## config.mk

```make
export PLATFORM = sky130hd
export DESIGN_NAME = perceptron_train_ctrl
export DESIGN_NICKNAME = d
export VERILOG_FILES = /design/src/rtl/perceptron_pkg.sv /design/src/rtl/perceptron_weight_rule.sv /design/src/rtl/perceptron_train_ctrl.sv
export SDC_FILE = /design/constraint.sdc
export NUM_CORES = 1
export LEC_CHECK = 0
export BUFFER_PORTS_ARGS = -buffer_cell sky130_fd_sc_hd__buf_2
export CAP_MARGIN = 0
export CORE_ASPECT_RATIO = 0.9
export CORE_MARGIN = 2
export CORE_UTILIZATION = 55
export DETAILED_ROUTE_END_ITERATION = 10
export PLACE_DENSITY = 0.85
export SLEW_MARGIN = 20
export SYNTH_ARGS = -nofsm -noshare
export SYNTH_HDL_FRONTEND = slang
export SYNTH_SLANG_ARGS = --single-unit
```

## constraint.sdc

```tcl
create_clock -name clk -period 2.5 [get_ports clk]
set_input_delay 0.375 -clock clk [delete_from_list [all_inputs] [get_ports clk]]
set_output_delay 0.375 -clock clk [all_outputs]
set_load 0.02 [all_outputs]
```

## src/rtl/perceptron_pkg.sv

```systemverilog
// Shared types and constants for the perceptron training controller.
// Latency: n/a (declarations only).
// Backpressure: n/a.
package perceptron_pkg;

    localparam int WIDTH_DEF = 8;

    // Weight-load select encoding on W1W0b_en_o
    localparam logic [1:0] SEL_NONE = 2'b00;
    localparam logic [1:0] SEL_B    = 2'b01;
    localparam logic [1:0] SEL_W0   = 2'b10;
    localparam logic [1:0] SEL_W1   = 2'b11;

    // Sign-weight encoding: 1 means +1, 0 means -1
    localparam logic W_POS = 1'b1;
    localparam logic W_NEG = 1'b0;

    // Bit positions within the packed {W1,W0,b} weight vector
    localparam int IDX_B  = 0;
    localparam int IDX_W0 = 1;
    localparam int IDX_W1 = 2;

    typedef enum logic [2:0] {
        ST_INIT,
        ST_IDLE,
        ST_EVAL,
        ST_WAIT,
        ST_CHECK,
        ST_UPD_B,
        ST_UPD_W0,
        ST_UPD_W1
    } state_t;

    // Positive feature pulls the weight toward the target sign, negative away;
    // a zero feature carries no information so the weight is kept.
    function automatic logic sign_rule(input logic old_w, input logic pos,
                                       input logic neg, input logic target);
        logic w;
        w = old_w;
        if (pos)
            w = target ? W_POS : W_NEG;
        else if (neg)
            w = target ? W_NEG : W_POS;
        return w;
    endfunction

endpackage

```

## src/rtl/perceptron_weight_rule.sv

```systemverilog
// Sign-weight learning rule: new {W1,W0,b} from features, target and old weights.
// Latency: combinational.
// Backpressure: none.
module perceptron_weight_rule
    import perceptron_pkg::*;
#(
    parameter int WIDTH = WIDTH_DEF
) (
    input  logic [WIDTH-1:0] x0,
    input  logic [WIDTH-1:0] x1,
    input  logic             target,
    input  logic [2:0]       w_old,
    output logic [2:0]       w_new
);

    logic x0_neg, x0_pos, x1_neg, x1_pos;

    always_comb begin
        x0_neg = x0[WIDTH-1];
        x0_pos = !x0[WIDTH-1] && (|x0);
        x1_neg = x1[WIDTH-1];
        x1_pos = !x1[WIDTH-1] && (|x1);

        w_new         = w_old;
        w_new[IDX_B]  = target ? W_POS : W_NEG;
        w_new[IDX_W0] = sign_rule(w_old[IDX_W0], x0_pos, x0_neg, target);
        w_new[IDX_W1] = sign_rule(w_old[IDX_W1], x1_pos, x1_neg, target);
    end

endmodule

```

## src/rtl/perceptron_train_ctrl.sv

```systemverilog
// Training controller for perceptron_dp: evaluates samples, reloads weights on error, tracks epochs.
// Latency: 2+DP_LATENCY cycles per correct sample, 5+DP_LATENCY on error.
// Backpressure: s_ready only high in IDLE; one sample in flight at a time.
module perceptron_train_ctrl
    import perceptron_pkg::*;
#(
    parameter int         WIDTH      = WIDTH_DEF,
    parameter int         DP_LATENCY = 2,
    parameter int         ERR_W      = 16,
    parameter logic [2:0] INIT_W     = 3'b111
) (
    input  logic             clk,
    input  logic             reset,
    input  logic             s_valid,
    output logic             s_ready,
    input  logic [WIDTH-1:0] s_x0,
    input  logic [WIDTH-1:0] s_x1,
    input  logic             s_target,
    input  logic             s_last,
    output logic             enable,
    output logic [1:0]       W1W0b_en_o,
    output logic             b_o,
    output logic             W0_o,
    output logic             W1_o,
    output logic [WIDTH-1:0] X0_o,
    output logic [WIDTH-1:0] X1_o,
    input  logic             Y_i,
    output logic [2:0]       weights_o,
    output logic             epoch_done,
    output logic [ERR_W-1:0] epoch_errs,
    output logic             converged
);

    localparam logic [3:0] WAIT_INIT = 4'(DP_LATENCY - 1);

    state_t           state;
    logic [1:0]       init_cnt;
    logic [3:0]       wait_cnt;
    logic [ERR_W-1:0] err_cnt;
    logic             tgt_q;
    logic             last_q;
    logic [2:0]       w_new;

    perceptron_weight_rule #(
        .WIDTH (WIDTH)
    ) u_rule (
        .x0     (X0_o),
        .x1     (X1_o),
        .target (tgt_q),
        .w_old  (weights_o),
        .w_new  (w_new)
    );

    always_ff @(posedge clk) begin
        if (reset) begin
            state      <= ST_INIT;
            init_cnt   <= 2'd0;
            wait_cnt   <= 4'd0;
            err_cnt    <= '0;
            tgt_q      <= 1'b0;
            last_q     <= 1'b0;
            s_ready    <= 1'b0;
            enable     <= 1'b0;
            W1W0b_en_o <= SEL_NONE;
            b_o        <= 1'b0;
            W0_o       <= 1'b0;
            W1_o       <= 1'b0;
            X0_o       <= '0;
            X1_o       <= '0;
            weights_o  <= INIT_W;
            epoch_done <= 1'b0;
            epoch_errs <= '0;
            converged  <= 1'b0;
        end else begin
            // Strobes and load lines are single-cycle unless a state re-asserts them
            enable     <= 1'b0;
            W1W0b_en_o <= SEL_NONE;
            b_o        <= 1'b0;
            W0_o       <= 1'b0;
            W1_o       <= 1'b0;
            epoch_done <= 1'b0;

            case (state)
                ST_INIT: begin
                    init_cnt <= init_cnt + 2'd1;
                    case (init_cnt)
                        2'd0: begin
                            W1W0b_en_o <= SEL_B;
                            b_o        <= INIT_W[IDX_B];
                        end
                        2'd1: begin
                            W1W0b_en_o <= SEL_W0;
                            W0_o       <= INIT_W[IDX_W0];
                        end
                        2'd2: begin
                            W1W0b_en_o <= SEL_W1;
                            W1_o       <= INIT_W[IDX_W1];
                        end
                        default: begin
                            init_cnt <= 2'd0;
                            s_ready  <= 1'b1;
                            state    <= ST_IDLE;
                        end
                    endcase
                end

                ST_IDLE: begin
                    if (s_valid) begin
                        X0_o    <= s_x0;
                        X1_o    <= s_x1;
                        tgt_q   <= s_target;
                        last_q  <= s_last;
                        s_ready <= 1'b0;
                        enable  <= 1'b1;
                        state   <= ST_EVAL;
                    end
                end

                ST_EVAL: begin
                    wait_cnt <= WAIT_INIT;
                    state    <= (WAIT_INIT == 4'd0) ? ST_CHECK : ST_WAIT;
                end

                // Y_i is sampled exactly DP_LATENCY cycles after the enable pulse
                ST_WAIT: begin
                    wait_cnt <= wait_cnt - 4'd1;
                    if (wait_cnt == 4'd1)
                        state <= ST_CHECK;
                end

                ST_CHECK: begin
                    if (Y_i != tgt_q) begin
                        if (err_cnt != '1)
                            err_cnt <= err_cnt + 1'b1;
                        weights_o  <= w_new;
                        W1W0b_en_o <= SEL_B;
                        b_o        <= w_new[IDX_B];
                        state      <= ST_UPD_B;
                    end else begin
                        if (last_q) begin
                            epoch_done <= 1'b1;
                            epoch_errs <= err_cnt;
                            converged  <= (err_cnt == '0);
                            err_cnt    <= '0;
                        end
                        s_ready <= 1'b1;
                        state   <= ST_IDLE;
                    end
                end

                ST_UPD_B: begin
                    W1W0b_en_o <= SEL_W0;
                    W0_o       <= weights_o[IDX_W0];
                    state      <= ST_UPD_W0;
                end

                ST_UPD_W0: begin
                    W1W0b_en_o <= SEL_W1;
                    W1_o       <= weights_o[IDX_W1];
                    state      <= ST_UPD_W1;
                end

                // err_cnt already includes this sample's error here
                ST_UPD_W1: begin
                    if (last_q) begin
                        epoch_done <= 1'b1;
                        epoch_errs <= err_cnt;
                        converged  <= (err_cnt == '0);
                        err_cnt    <= '0;
                    end
                    s_ready <= 1'b1;
                    state   <= ST_IDLE;
                end

                default: state <= ST_INIT;
            endcase
        end
    end

endmodule

```

======== After elaboration in Yosys (flattened, before gate mapping) ========
Index checks and enable logic that the tools add are counted.
cells by class
  bitwise operators ....................... 1
  muxes and demuxes ....................... 41
  equal/unequal tests ..................... 17
  reduce and logical (&&, ||, !) cells .... 24
  add/sub/neg operators ................... 3
operators with widths
  kind                   number
  $mux 16                5
  $pmux 16 s2            2
  $pmux 3 s8             1
  $mux 1                 19
  $add 16x1->16 const B  1
  $logic_not 16->1       1
  $ne 16x16->1 const B   1
  $reduce_or 8->1        2
  $eq 3x3->1 const B     4
  $mux 3                 4
  $pmux 1 s2             5
  $reduce_and 3->1       3
  $ne 2x2->1 const B     4
  $pmux 2 s4             1
  $pmux 4 s2             1
  $reduce_and 2->1       4
  $reduce_bool 2->1      4
  $eq 3x2->1 const B     2
  $pmux 2 s3             1
  $eq 4x1->1 const B     1
  $pmux 1 s4             1
  $reduce_and 4->1       1
  $reduce_bool 4->1      1
  $sub 4x1->4 const B    1
  other kinds (14)       16
storage, ports and cells
  output and inout bits ................... 44
  bits of input ports ..................... 22
  flip-flop bits (word level) ............. 71

======== Depth between registers and ports, before layout ========
  depth after elaboration ................. 4
  mapped depth ............................ 8

======== Hierarchy ========
Synthesis repeated with hierarchy kept, for this count alone.
unflattened totals
  cell total of the unflattened synthesis .. 414
  area, all modules ....................... 3296.9 µm²
modules (own cells, without submodules)
  module                  cells an instance  seq. area each (µm²)  instances  area an instance (µm²)
  perceptron_train_ctrl   401                1421.4                1          3184.3
  perceptron_weight_rule  13                 0.0                   1          112.6

======== Worst setup path before layout ========
No wires, ideal clock.
  path type ............................... input -> register
  start ................................... input port Y_i
  end ..................................... register err_cnt[7]
  buffers on the path ..................... 1
  setup time .............................. 0.135 ns
  stages on the path ...................... 7
  required time ........................... 2.365 ns
  arrival ................................. 1.888 ns
  slack ................................... 0.477 ns
  cell sequence ........................... inv_1 ha_1 nand4b_2 o41a_1 buf_6 a41oi_1 a31oi_1
between the ends
  longest elaborated chain between the ends .. 3
ends and longest elaborated chain
  what                                                    line                          text
  start, declared                                         perceptron_train_ctrl.sv:27   input logic Y_i,
  $ne 1x1->1 *                                            perceptron_train_ctrl.sv:132  if (Y_i != tgt_q) begin
  $mux 16 / $ne 3x3->1 (equally long branches)            --
  $pmux 16 s2 / $reduce_and 2->1 (equally long branches)  --
  end signal, assigned                                    perceptron_train_ctrl.sv:134  err_cnt <= err_cnt + 1'b1;
  end, declared                                           perceptron_train_ctrl.sv:39   logic [ERR_W-1:0] err_cnt;
Mark *: on every way between the ends. The rest lies on a longest branch, timed or not.
A chain may end at the register's enable or synchronous reset.

======== Final worst setup path ========
  start ................................... register tgt_q
  end ..................................... register err_cnt[10]
between the ends
  longest elaborated chain between the ends .. 3
ends and longest elaborated chain
  what                                                    line                          text
  start, declared                                         perceptron_train_ctrl.sv:40   logic tgt_q;
  start signal, assigned                                  perceptron_train_ctrl.sv:111  tgt_q <= s_target;
  $ne 1x1->1 *                                            perceptron_train_ctrl.sv:132
  $mux 16 / $ne 3x3->1 (equally long branches)            --
  $pmux 16 s2 / $reduce_and 2->1 (equally long branches)  --
Marks and branches as above.

==> reports/metrics.yaml <==
status:
  status: "completed"
synth:
  netlist.area_leader.share_pct: 42.1
  yosysMostFrequentCell: "dfxtp_1"
  synth_area_um2: 3380
  ys.warnings.count: 0
  synth_area_leaders: "dfxtp_1, mux2i_1, nand2_1, a21oi_1, nor2_1"
  synth-seq-cells: 71
  synth_common_cells: "dfxtp_1, nand2_1, nor2_1, a21oi_1, mux2i_1"
  yosysSeqAreaShare_pct: 42.1
  ys_types: 53
  synth_nets: 428
  ys.flop_type: "dfxtp_1"
  avgSynthCellArea_um2: 8.50
  synth_area_leader_cell: "dfxtp_1"
  ys_async_sr_fraction_pct: 0
  synth_edf_count: 0
  synth_cells: 397
final_layout:
  finalNetCount: 487
  fin_util_pct: 65.3
  syn2layout_area_growth_pct: 16.2
  diodes: 0
  stdcell_area_um2: 3920
  drive_gt1_share_pct: 22.1
  fin_cells: 533
critical_path:
  crit_type: "flip-flop to flip-flop"
  reg2reg_depth: 5
  worstSetupEndpoint: "err_cnt[10]"
  worstPathRequired_ns: 2.71
  max_stage_delay_ns: 0.74
  arrival_ns: 2.46
  cp-end-kind: "flip-flop"
  startpoint: "tgt_q"
  cp_slowest_cell: "o41a_1"
  r2r_slack_ns: 0.25
  path_max_fanout: 21
  cp_cell_sequence: "ha_1 -> nand4b_2 -> o41a_1 -> a41oi_1 -> a31oi_1"
  cpLargestDelayFamily: "compound AO/OA/AOI/OAI gates"
  crit_path_start_kind: "flip-flop"
  crit_cells: 5
  reg2reg_from: "tgt_q"
  worstReg2RegEnd: "err_cnt[10]"
  worst-path-buf-inv: 0
placement:
  place_ws_ns: 0.103
  place_hpwl_um: 5360
  placed_area_um2: 3750
  place.gp.congestion: 0.916
  portBuffers: 65
  dpl.cell_count: 517
grt:
  use_met1_pct: 30.1
  use_met2_pct: 35.0
  busiest_layer: "met2"
  antenna_found_initial: 0
  grtUsageTotal_pct: 22.9
  grt_pass1_wl_um: 12500
  grt.met3_usage_pct: 5.36
  grt_pass1_vias: 2736
  grt_max_degree: 55
  grt_remaining_overflow: 0
pwr:
  p_total_mw: 2.47
  p_clk_share_pct: 32.9
  seqPwrFrac_pct: 50.2
  vdd_drop_max_v: 0.000509
  p_int_mw: 1.71
  power.leakage_nw: 1.59
  swShare_pct: 30.6
  power_density_nw_per_um2: 630
  switchingPower_mw: 0.757
  power_frac_comb_pct: 16.9
floorplan:
  die_x_um: 86.6
  die_y_um: 78.3
  rows: 27
  dieArea_um2: 6780
  core_um2: 6010
  ios: 66
  start_util_pct: 56.1
clock_network:
  post_cts_buffers: 0
  h-tree-depth: 3
  hold_buffers: 0
  insertion_delay_ns: 0.34
  clock_sinks: 71
  cts.root.buffer_cell: "clkbuf_8"
  cts_made_buffers: 9
  cts_tree: "yes"
  path_clk_slew_ns: 0.08
  cts_resized: 0
  clk_path_buf_depth: 2
routing:
  routed_via_density: 5.92
  postRouteWirelength_um: 7830
  drc: 0
  drtIter0Drc: 277
  ant_nets: 0
  via_count: 3156
  wl_per_cell_um: 14.7
  drtPass1Iterations: 5
sta:
  worst_pin_slew_ns: 0.812
  hold_viol: 0
  setup_slack_ns: 0.255
  setup_viol: 0
  max_slew_margin_pct: 45.9
  min_period_over_period_pct: 89.8
  fmax_mhz: 445
  fin_hold_ws_ns: 0.259
  period_minus_slack_ns: 2.25
  slew_viol_final: 0
  fin_tns_setup_ns: 0
  grt_setup_unrepaired: "false"
  fin_skew_ns: 0.00944
hold_path:
  hold_path_class: "input pin to flip-flop"
  worstHoldStart: "s_x0[6]"
run:
  maxCapViolCount: 0
[worst min-delay path: cells and delay by family]
| kind | cells | cell delay, ns |
|---|---|---|
| AO/OA/AOI/OAI | 1 | 0.05 |
| buffers and inverters | 1 | 0.09 |
| AND/OR/NAND/NOR | 1 | 0.04 |
[cell type report]
| type | instances | area, um^2 |
|---|---|---|
| clock buffer | 9 | 124 |
| clock inverter | 7 | 48.8 |
| fill | 491 | 2090 |
| inverter | 12 | 45.0 |
| multi-input combinational | 285 | 1770 |
| sequential | 71 | 1420 |
| tap | 72 | 90.1 |
| timing repair buffer | 77 | 428 |
[power by group through the flow]
stage | combinational, mW | sequential, mW | clock (mW)
floorplan | 0.230 | 1.32 | 0
global placement | 0.404 | 1.26 | 0
detailed placement | 0.415 | 1.27 | 0
CTS | 0.418 | 1.24 | 0.819
global route | 0.465 | 1.25 | 0.864
finish | 0.418 | 1.24 | 0.813
[how the worst min path moves through the flow]
stage                  end  slack (ns)  cells past startpoint
3_3_place_gp       X1_o[1]        0.46                      2
6_report           X0_o[6]        0.26                      3
2_1_floorplan  wait_cnt[2]        0.45                      2
4_1_cts              tgt_q        0.25                      3
5_1_grt            X0_o[0]        0.27                      3
3_5_place_dp       X0_o[3]        0.46                      2
[cell families after synthesis]
group,after synthesis,share of synthesized area (%)
buf+inv,41,5.67
xor+xnor,2,0.519
mux,22,6.52
simple gates,168,26.2
flops,71,42.1
fa+ha+maj,9,3.34
compound gates,84,15.6
[sequential cells by signal (all words and copies together), names as in the netlist, 2 cells and up]
name	flops
X1_o	8
X0_o	8
W1W0b_en_o	2
wait_cnt	4
epoch_errs	16
init_cnt	2
state	3
err_cnt	16
weights_o	3
[layer usage]
layer | vias up | part of all wire, %
li1 | 1541 | -
met1 | 1487 | 45
met2 | 108 | 46
met3 | 20 | 6.3
met4 | 0 | 2.6
met5 | - | 0
[cell usage in the layout, fill, tap and decap left out, drive strengths merged, types with 2 or more instances in the layout]
cell type,Yosys,layout
a31oi,15,15
nand4,10,10
o211ai,5,5
a21oi,32,32
o21ai,17,17
nor4,9,9
or4b,2,2
ha,9,9
nand2,55,55
clkbuf,16,9
buf,13,77
nor2b,3,3
nor2,31,31
inv,11,12
a311oi,2,2
xor2,2,2
or3b,2,2
dfxtp,71,71
or4,2,2
nand2b,4,4
and4,3,3
nor3b,4,4
nand3,10,10
and2,8,8
nand3b,3,3
nand4b,3,3
mux2i,22,22
nor3,7,7
a41oi,6,6
clkinv,1,6
and3,9,9
Note: power is estimated with default switching activity, not from simulation.
